$ cat src/rtl/nivel2_timer.sv
// Countdown timer stage: keypad BCD MM:SS entry, 1 Hz countdown while the
// magnetron runs, timer_done back to the control stage.
module nivel2_timer #(
  parameter int TICK_DIV = 50000000
) (
  input  logic       clock,
  input  logic       resetn,
  input  logic       clearn,
  input  logic       mag_on,
  input  logic       key_valid,
  input  logic [3:0] key,
  output logic [3:0] sec_ones,
  output logic [3:0] sec_tens,
  output logic [3:0] min_ones,
  output logic [3:0] min_tens,
  output logic       timer_done,
  output logic       expired
);

  localparam int PW = (TICK_DIV > 2) ? $clog2(TICK_DIV) : 1;
  localparam logic [PW-1:0] TOP = PW'(TICK_DIV - 1);

  logic [3:0]    so_q, so_d;
  logic [3:0]    st_q, st_d;
  logic [3:0]    mo_q, mo_d;
  logic [3:0]    mt_q, mt_d;
  logic [PW-1:0] presc_q, presc_d;
  logic          key_prev_q, key_prev_d;
  logic          done_q, done_d;
  logic          exp_q, exp_d;

  logic key_rise;
  logic is_zero;
  logic tick;
  logic b_so, b_st, b_mo;

  assign key_rise = key_valid & ~key_prev_q;
  assign is_zero  = (so_q == 4'd0) && (st_q == 4'd0) &&
                    (mo_q == 4'd0) && (mt_q == 4'd0);

  always_comb begin
    so_d       = so_q;
    st_d       = st_q;
    mo_d       = mo_q;
    mt_d       = mt_q;
    presc_d    = presc_q;
    key_prev_d = key_valid;
    tick       = 1'b0;
    b_so       = 1'b0;
    b_st       = 1'b0;
    b_mo       = 1'b0;

    if (!clearn) begin
      so_d    = 4'd0;
      st_d    = 4'd0;
      mo_d    = 4'd0;
      mt_d    = 4'd0;
      presc_d = '0;
    end else if (key_rise && !mag_on && key <= 4'd9) begin
      mt_d = mo_q;
      mo_d = st_q;
      st_d = so_q;
      so_d = key;
    end else if (mag_on && !is_zero) begin
      if (presc_q == TOP) begin
        presc_d = '0;
        tick    = 1'b1;
      end else begin
        presc_d = presc_q + PW'(1);
      end
    end

    // Borrow chain; the non-zero guard keeps 00:00 from wrapping.
    if (tick) begin
      b_so = (so_q == 4'd0);
      so_d = b_so ? 4'd9 : so_q - 4'd1;
      if (b_so) begin
        b_st = (st_q == 4'd0);
        st_d = b_st ? 4'd5 : st_q - 4'd1;
      end
      if (b_st) begin
        b_mo = (mo_q == 4'd0);
        mo_d = b_mo ? 4'd9 : mo_q - 4'd1;
      end
      if (b_mo) begin
        mt_d = mt_q - 4'd1;
      end
    end

    done_d = (so_d == 4'd0) && (st_d == 4'd0) &&
             (mo_d == 4'd0) && (mt_d == 4'd0);
    exp_d  = tick && done_d;
  end

  always_ff @(posedge clock or negedge resetn) begin
    if (!resetn) begin
      so_q       <= 4'd0;
      st_q       <= 4'd0;
      mo_q       <= 4'd0;
      mt_q       <= 4'd0;
      presc_q    <= '0;
      key_prev_q <= 1'b0;
      done_q     <= 1'b1;
      exp_q      <= 1'b0;
    end else begin
      so_q       <= so_d;
      st_q       <= st_d;
      mo_q       <= mo_d;
      mt_q       <= mt_d;
      presc_q    <= presc_d;
      key_prev_q <= key_prev_d;
      done_q     <= done_d;
      exp_q      <= exp_d;
    end
  end

  assign sec_ones   = so_q;
  assign sec_tens   = st_q;
  assign min_ones   = mo_q;
  assign min_tens   = mt_q;
  assign timer_done = done_q;
  assign expired    = exp_q;

endmodule

$ cat config.mk
export PLATFORM = sky130hd
export DESIGN_NAME = nivel2_timer
export DESIGN_NICKNAME = d
export VERILOG_FILES = /design/src/rtl/nivel2_timer.sv
export SDC_FILE = /design/constraint.sdc
export NUM_CORES = 1
export LEC_CHECK = 0
export BUFFER_PORTS_ARGS = -buffer_cell sky130_fd_sc_hd__buf_2
export CORE_UTILIZATION = 60
export CTS_BUF_LIST = sky130_fd_sc_hd__clkbuf_4 sky130_fd_sc_hd__clkbuf_8 sky130_fd_sc_hd__clkbuf_16
export DETAILED_ROUTE_END_ITERATION = 7
export PLACE_DENSITY = 0.86
export SYNTH_ARGS = -nofsm -noshare
export SYNTH_HDL_FRONTEND = slang
export SYNTH_SLANG_ARGS = --single-unit
$ cat constraint.sdc
create_clock -name clock -period 4.2 [get_ports clock]
set_input_delay 0.42 -clock clock [delete_from_list [all_inputs] [get_ports clock]]
set_output_delay 0.42 -clock clock [all_outputs]
set_load 0.01 [all_outputs]
### Word-level counts from Yosys, hierarchy flattened

Index checks and enable logic that the tools add are counted.

* flip-flop bits (word level): 45
* input bits: 9
* output and inout port bits: 18
* logic and storage cells: 70

* $add $sub $neg: 5
* order comparisons: 1
* eq/ne operators: 3
* multiplexer cells: 30
* bitwise logic cells: 2
* reduce and logical (&&, ||, !) cells: 21

Operators by type and width (number)
* $mux 26: 4
* $mux 4: 18
* $logic_not 4->1: 8
* $add 26x1->26 const B: 1
* $eq 26x26->1 const B: 1
* $sub 4x1->4 const B: 4
* $logic_and 1x1->1: 10
* $mux 1: 8
* $le 4x4->1 const B: 1
* $logic_not 1->1: 2
* $ne 2x1->1 const B: 1
* $ne 2x2->1 const B: 1
* $reduce_and 2->1: 1
* $and 1x1->1: 1
* $not 1->1: 1

### Logic depth before layout (Yosys ltp)

Gate-level depths: netlist of the first run.

* depth after elaboration: 17
* depth in mapped cells: 10
* gate-level depth less buffers: 9

### Worst setup path after synthesis of the first run

OpenSTA, ideal clock, no wires.

* path type: register to register
* start point: register so_q[0] (netlist: sec_ones[0])
* end point: register exp_q (netlist: expired)
* library setup time: 96 ps
* arrival time: 2906 ps
* path slack: 1199 ps
* stages on the path, launching flop included: 9
* clock period less this slack: 3001 ps
* path through: dfrtp_1 > buf_2 > nor4_2 > nand4_1 > nor4_2 > mux2_2 > a31o_1 > or4_4 > nor4_2

* cells in the longest elaborated chain, start to end: 15

RTL lines
* start: declaration: line 23 `logic [3:0] so_q, so_d;`
* start signal: assignment: line 97 `so_q <= 4'd0;`
* start signal: assignment: line 106 `so_q <= so_d;`
* $logic_not 4->1: line 38, 75
* $logic_and 1x1->1 (2 in a row): line 38 `assign is_zero = (so_q == 4'd0) && (st_q == 4'd0) &&`
* $logic_and 1x1->1: line 39 `(mo_q == 4'd0) && (mt_q == 4'd0);`
* $logic_not 1->1: line 64 `end else if (mag_on && !is_zero) begin`
* $logic_and 1x1->1: line 64
* $mux 1: line 64
* $mux 1: line 59 `end else if (key_rise && !mag_on && key <= 4'd9) begin`
* $mux 1: line 53 `if (!clearn) begin`
* $mux 4: line 74 `if (tick) begin`
* $logic_not 4->1: line 90 `done_d = (so_d == 4'd0) && (st_d == 4'd0) &&`
* $logic_and 1x1->1 (2 in a row): line 90
* $logic_and 1x1->1: line 91 `(mo_d == 4'd0) && (mt_d == 4'd0);`
* $logic_and 1x1->1 (*): line 92 `exp_d = tick && done_d;`
* net exp_d: line 30 `logic exp_q, exp_d;`
* end signal: assignment: line 113 `exp_q <= exp_d;`
* end: declaration: line 30

Mark *: on every way through the listed nets, which the timed path passes. The rest lies on a longest branch. The select of a mux whose other input is x is not followed.
A chain may end at the register's enable or synchronous reset.

### Worst setup path in the final report of the first run

* start point: register mt_q[1] (netlist: min_tens[1])
* end point: register exp_q (netlist: expired)

* cells in the longest elaborated chain, start to end: 13

RTL lines
* start: declaration: line 26 `logic [3:0] mt_q, mt_d;`
* start signal: assignment: line 109 `mt_q <= mt_d;`
* $logic_not 4->1: line 39
* $logic_and 1x1->1: line 39
* $logic_not 1->1: line 64
* $logic_and 1x1->1: line 64
* $mux 1: line 64
* $mux 1: line 59
* $mux 1: line 53
* $mux 4: line 74
* $logic_not 4->1: line 90
* $logic_and 1x1->1 (2 in a row): line 90
* $logic_and 1x1->1: line 91
* $logic_and 1x1->1 (*): line 92
* net exp_d: line 30

Mark *: on every way through the listed nets, which the timed path passes. The rest lies on a longest branch.

==> flow_metrics.env, run 1 <==
export IMPL_clockBufferDepth=2
export IMPL_synth_seq_cells=45
export IMPL_tritoncts="yes"
export IMPL_drc_errors=0
export IMPL_drtIter0Drc=199
export IMPL_wire_per_inst_um=16.89
export IMPL_drt_wl_total_um=7062
export IMPL_floorplan_initialDensity=0.6219
export IMPL_grt_pass1_wl_um=12070
export IMPL_drv_cap=0
export IMPL_dp_hpwl_um=5061
export IMPL_antenna_found_initial=0
export IMPL_synth_compound_area_frac=0.1651
export IMPL_drt_antenna_violating_nets=0
export IMPL_grtUsageTotal=0.3004
export IMPL_grt_pass1_vias=2499
export IMPL_clk_pin_slew_ns=0.08
export IMPL_first_pass_iters=5
export IMPL_crit_type="reg2reg"
export IMPL_die_h_um=71.74
export IMPL_synthFlopType="dfrtp_1"
export IMPL_period_needed_ns=3.199
export IMPL_dpl_cell_area_um2=3064
export IMPL_core_um2=4692
export IMPL_final_setup_skew_ns=0.006943
export IMPL_setup_tns_ns=0
export IMPL_portBuffers=26
export IMPL_slew_headroom=0.3304
export IMPL_antenna_cells=0
export IMPL_utilization=0.6787
export IMPL_power_uw=854.6
export IMPL_powerDensity_nw_per_um2=268.4
export IMPL_ir_drop_mv=0.2564
export IMPL_ctsHoldBuffers=0
export IMPL_fin_crit_sh=0.7617
export IMPL_path_max_fanout=8
export IMPL_final_cell_area_um2=3184
export IMPL_slew_viol_final=0
export IMPL_seq_area_frac_synth=0.3864
export IMPL_timing_fmax_mhz=312.6
export IMPL_rsz0062_at_grt="false"
export IMPL_synthAdderAreaFrac=0.01286
export IMPL_yosys_area_share_simple=0.3366
export IMPL_synthCells=343
export IMPL_fin_nets=375
export IMPL_synth_xor_area_frac=0.04803
export IMPL_required_ns=4.41
export IMPL_io_pins=27
export IMPL_ys_async_sr_fraction=1.000
export IMPL_die_area_um2=5146
export IMPL_gp_congestion=0.8946
export IMPL_syn_num_nets=355
export IMPL_clock_latency_ns=0.30
export IMPL_setup_viol=0
export IMPL_root_buffer="clkbuf_8"
export IMPL_cts_buffers_inserted=5
export IMPL_postCtsSetupRepairBufs=0
export IMPL_num_vias=2729
export IMPL_area_delta_synth_final_pct=9.134
export IMPL_synth_top_area_share=0.3774
export IMPL_postCtsResizedCells=0
export IMPL_tightestPinTransition_ns=1.004
export IMPL_yosys_top_cells_area="dfrtp_1 (38%), nand2_1 (5.9%), nor2_1 (5.0%)"
export IMPL_worstPathArrival_ns=3.41
export IMPL_hp_class="in2reg"
export IMPL_syn_area_um2=2918
export IMPL_synth_most_common_cell="nand2_1"
export IMPL_grt_overflow=0
export IMPL_drive_gt1_frac=0.1484
export IMPL_leakagePower_nw=1.404
export IMPL_clkSinkCount=45
export IMPL_syn_avg_cell_area_um2=8.507
export IMPL_rows=25
export IMPL_synth_common_cells="nand2_1 (46), dfrtp_1 (44), nor2_1 (39), a21oi_1 (21), nand3_1 (20)"
export IMPL_finalHoldViolations=0
export IMPL_htree_levels=2
export IMPL_grt_max_degree=46
export IMPL_cp_start_kind="register"
export IMPL_vias_per_cell=6.529
export IMPL_synth_edf_count=0
export IMPL_die_w_um=71.74
export IMPL_synth_top_area_cell="dfrtp_1"
export IMPL_yosys_warnings=0
export IMPL_synth_area_mux_share=0.01801
export IMPL_status="completed"
export IMPL_synth_cell_types=64
export IMPL_end_kind="register"
export IMPL_synth_top_family_by_area="simple AND/OR/NAND/NOR gates"
## state kept, by name, summed over array words and instances (netlist names)
| signal | count |
|---|---|
| expired | 1 |
| key_prev_q | 1 |
| min_ones | 4 |
| min_tens | 4 |
| presc_q | 26 |
| sec_ones | 4 |
| sec_tens | 4 |
| timer_done | 1 |
## routing by layer
layer  vias to the layer above  part of all wire  global-route usage
met5                         -                 0                   0
met4                         0             0.015              0.1068
met3                        10             0.064             0.05063
met2                       115              0.48              0.4885
met1                      1306              0.44              0.4077
li1                       1298                 -                   -
## power by group
group	total (mW)	switching, mW	leakage, nW	internal [mW]
clock	0.343	0.143	0.0619	0.200
sequential	0.443	0.00521	0.622	0.438
combinational	0.0680	0.0466	0.720	0.0213
## worst paths after layout
kind | slack (ns) | startpoint | depth (start not counted) | end
setup / recovery | 1.00 | min_tens[1] | 9 | expired
hold / removal | 0.26 | key_valid | 1 | key_prev_q
setup reg to reg | 1.00 | min_tens[1] | 9 | expired
hold reg to reg | 0.55 | presc_q[15] | 1 | presc_q[15]
max in group asynchronous | 3.29 | resetn | 1 | presc_q[1]
min in group asynchronous | 0.28 | resetn | 1 | min_ones[2]
## cell type report
class	count	area (µm²)
clock buffers	7	90.09
clock inverters	1	30.03
fillers	374	1508
repair buffers	28	145.1
well taps	54	67.56
multi-input cells	275	1694
flip-flops and latches	45	1127
inverters	8	30.03
## metrics by stage
step / setup WS (ns) / std cells / hold WS, ns
2_1_floorplan: 1.199 / 343 / 0.1244
3_3_place_gp: 1.267 / 410 / 0.5125
3_5_place_dp: 1.053 / 410 / 0.5356
4_1_cts: 1.035 / 418 / 0.2514
5_1_grt: 0.7443 / 418 / 0.2571
6_report: 1.001 / 418 / 0.2564
## logic make-up after synthesis
kind of cell             after synthesis
AO/OA/AOI/OAI                         72
XOR/XNOR                              16
adder cells (fa/ha/maj)                3
buffers and inverters                 23
flip-flops                            45
multiplexers                           5
AND/OR/NAND/NOR                      179
## cell usage in the layout (no fill, tap or decap), types with 7 or more instances in the layout
master and instances:
dfrtp_1 44, o21ai_0 12, nand4_1 12, nor2_1 39, buf_2 26, xor2_1 10
nand3_1 20, nor3_1 8, a211oi_1 9, a21oi_1 21, inv_1 8, and3_1 7
nand2_1 46
## critical path, stage by stage, from the launching register on
cell and delay [ns]:
dfrtp_1 0.42, inv_1 0.12, ha_1 0.16, nor3b_1 0.58
a41oi_2 0.39, nand4_1 0.31, o21ai_0 0.19, a31o_1 0.24
or4_4 0.42, nor4_2 0.27
Power figures use the tool's default switching activity.
==> run 2, diff against run 1 <==
Settings changed: CORE_UTILIZATION 60 to 54, PLACE_DENSITY 0.86 to 0.82.
Clock period 4.2 ns to 2.85 ns, I/O delays scaled along.
==> run 2 against run 1 <==
Fmax up 18%. Utilization decreased by 0.27 points. Critical path depth down 1. Clock-buffer cell count fell by 1. Setup slack worse by 0.87 ns. Via count is 6.8% higher. Register-to-register slack got worse by 0.87 ns. Global-route usage decreased by 2.0 points. Power grew 50%. Largest power group unchanged. Highest routed layer unchanged.
==> flow_metrics.env, run 2 (same netlist as run 1, synthesis figures left out) <==
export IMPL_powerDensity_nw_per_um2=369.5
export IMPL_antenna_cells=0
export IMPL_ir_drop_mv=0.2596
export IMPL_die_w_um=75.51
export IMPL_largest_reg_flops=26
export IMPL_grt_pass1_vias=2628
export IMPL_drt_wl_total_um=7521
export IMPL_leakagePower_nw=1.576
export IMPL_layout_common_cells="nand2_1 (46), dfrtp_1 (44), nor2_1 (39), buf_4 (30), buf_2 (26)"
export IMPL_crit_start="presc_q[1]"
export IMPL_finalHoldViolations=0
export IMPL_cp_start_kind="register"
export IMPL_required_ns=3.06
export IMPL_grt_overflow=0
export IMPL_dp_hpwl_um=5371
export IMPL_tritoncts="yes"
export IMPL_hp_class="in2reg"
export IMPL_period_needed_ns=2.715
export IMPL_fin_nets=403
export IMPL_area_delta_synth_final_pct=19.08
export IMPL_wire_per_inst_um=16.28
export IMPL_grt_pass1_wl_um=11990
export IMPL_num_vias=2915
export IMPL_drtIter0Drc=219
export IMPL_path_max_fanout=7
export IMPL_htree_levels=2
export IMPL_setup_viol=0
export IMPL_status="completed"
export IMPL_drc_errors=0
export IMPL_first_pass_iters=5
export IMPL_slew_viol_final=0
export IMPL_drv_cap=0
export IMPL_rows=26
export IMPL_utilization=0.6760
export IMPL_drt_antenna_violating_nets=0
export IMPL_grtUsageTotal=0.2803
export IMPL_grt_max_degree=46
export IMPL_end_kind="register"
export IMPL_clk_pin_slew_ns=0.08
export IMPL_portBuffers=26
export IMPL_crit_type="reg2reg"
export IMPL_tightestPinTransition_ns=1.008
export IMPL_drive_gt1_frac=0.2245
export IMPL_ctsHoldBuffers=0
export IMPL_cts_buffers_inserted=5
export IMPL_root_buffer="clkbuf_8"
export IMPL_slew_headroom=0.3283
export IMPL_clkSinkCount=45
export IMPL_fillerInstances=449
export IMPL_worstHoldStart="key_valid"
export IMPL_floorplan_initialDensity=0.5677
export IMPL_gp_congestion=0.8979
export IMPL_vias_per_cell=6.310
export IMPL_final_setup_skew_ns=0.01417
export IMPL_final_common_cell="nand2_1"
export IMPL_die_area_um2=5701
export IMPL_clock_latency_ns=0.31
export IMPL_timing_fmax_mhz=368.3
export IMPL_regMostFlops="presc_q"
export IMPL_core_um2=5140
export IMPL_io_pins=27
export IMPL_die_h_um=75.51
export IMPL_fin_crit_sh=0.9526
export IMPL_clockBufferDepth=2
export IMPL_antenna_found_initial=0
export IMPL_worstPathArrival_ns=2.93
export IMPL_timing_rr_start="presc_q[1]"
export IMPL_timing_hold_ws_ns=0.1202
run 2: cell type report:
type | count | area [µm²] | share of cell area
flip-flops and latches | 45 | 1127 | 0.3245
clock inverters | 2 | 37.54 | 0.01080
repair buffers | 56 | 355.3 | 0.1023
well taps | 70 | 87.58 | 0.02521
multi-input cells | 275 | 1754 | 0.5049
clock buffers | 6 | 82.58 | 0.02377
inverters | 8 | 30.03 | 0.008642
run 2: final timing paths:
kind / end / slack [ns] / cells after the start
max in group asynchronous: presc_q[6] / 2.08 / 1
min: key_prev_q / 0.12 / 1
min in group asynchronous: min_tens[1] / 0.13 / 1
min reg2reg: presc_q[3] / 0.54 / 1
max reg2reg: expired / 0.13 / 8
max: expired / 0.13 / 8
run 2: what timing repair did:
| action | CTS | global route |
|---|---|---|
| gates resized for setup | 1 | 8 |
| setup endpoints to repair | 1 | 6 |
| pin swaps | 0 | 6 |
| setup buffers | 0 | 7 |
| gates cloned | 0 | 0 |
run 2: through the flow:
| stage | instances | instance area (µm²) | total power, mW | setup slack (ns) | TNS [ns] |
|---|---|---|---|---|---|
| 6_report | 462 | 3475 | 1.284 | 0.1350 | 0 |
| 5_1_grt | 462 | 3475 | 1.330 | -0.04852 | -0.08030 |
| 4_1_cts | 455 | 3385 | 1.285 | 0.06781 | 0 |
| 3_5_place_dp | 447 | 3259 | 0.7755 | 0.008908 | 0 |
| 3_3_place_gp | 447 | 3259 | 0.7739 | 0.09396 | 0 |
| 2_1_floorplan | 343 | 2935 | 0.7230 | 0.01549 | 0 |
run 2: critical path: stages, from the launching register on:
cell	delay, ns
dfrtp_1	0.40
ha_1	0.21
and4_4	0.27
nand4_1	0.23
nor4_4	0.28
mux2_2	0.38
a31o_1	0.18
or4_4	0.42
nor4_2	0.25
run 2: where the power goes:
part / internal [mW] / leakage (nW) / switching, mW
logic: 0.0431 / 0.897 / 0.0757
registers: 0.645 / 0.622 / 0.00386
clock network: 0.285 / 0.0574 / 0.230
run 2: metal layers:
| layer | part of all wire | track usage |
|---|---|---|
| met2 | 0.48 | 0.4524 |
| met4 | 0.023 | 0.1049 |
| met3 | 0.074 | 0.05423 |
| met5 | 0 | 0 |
| met1 | 0.42 | 0.3760 |
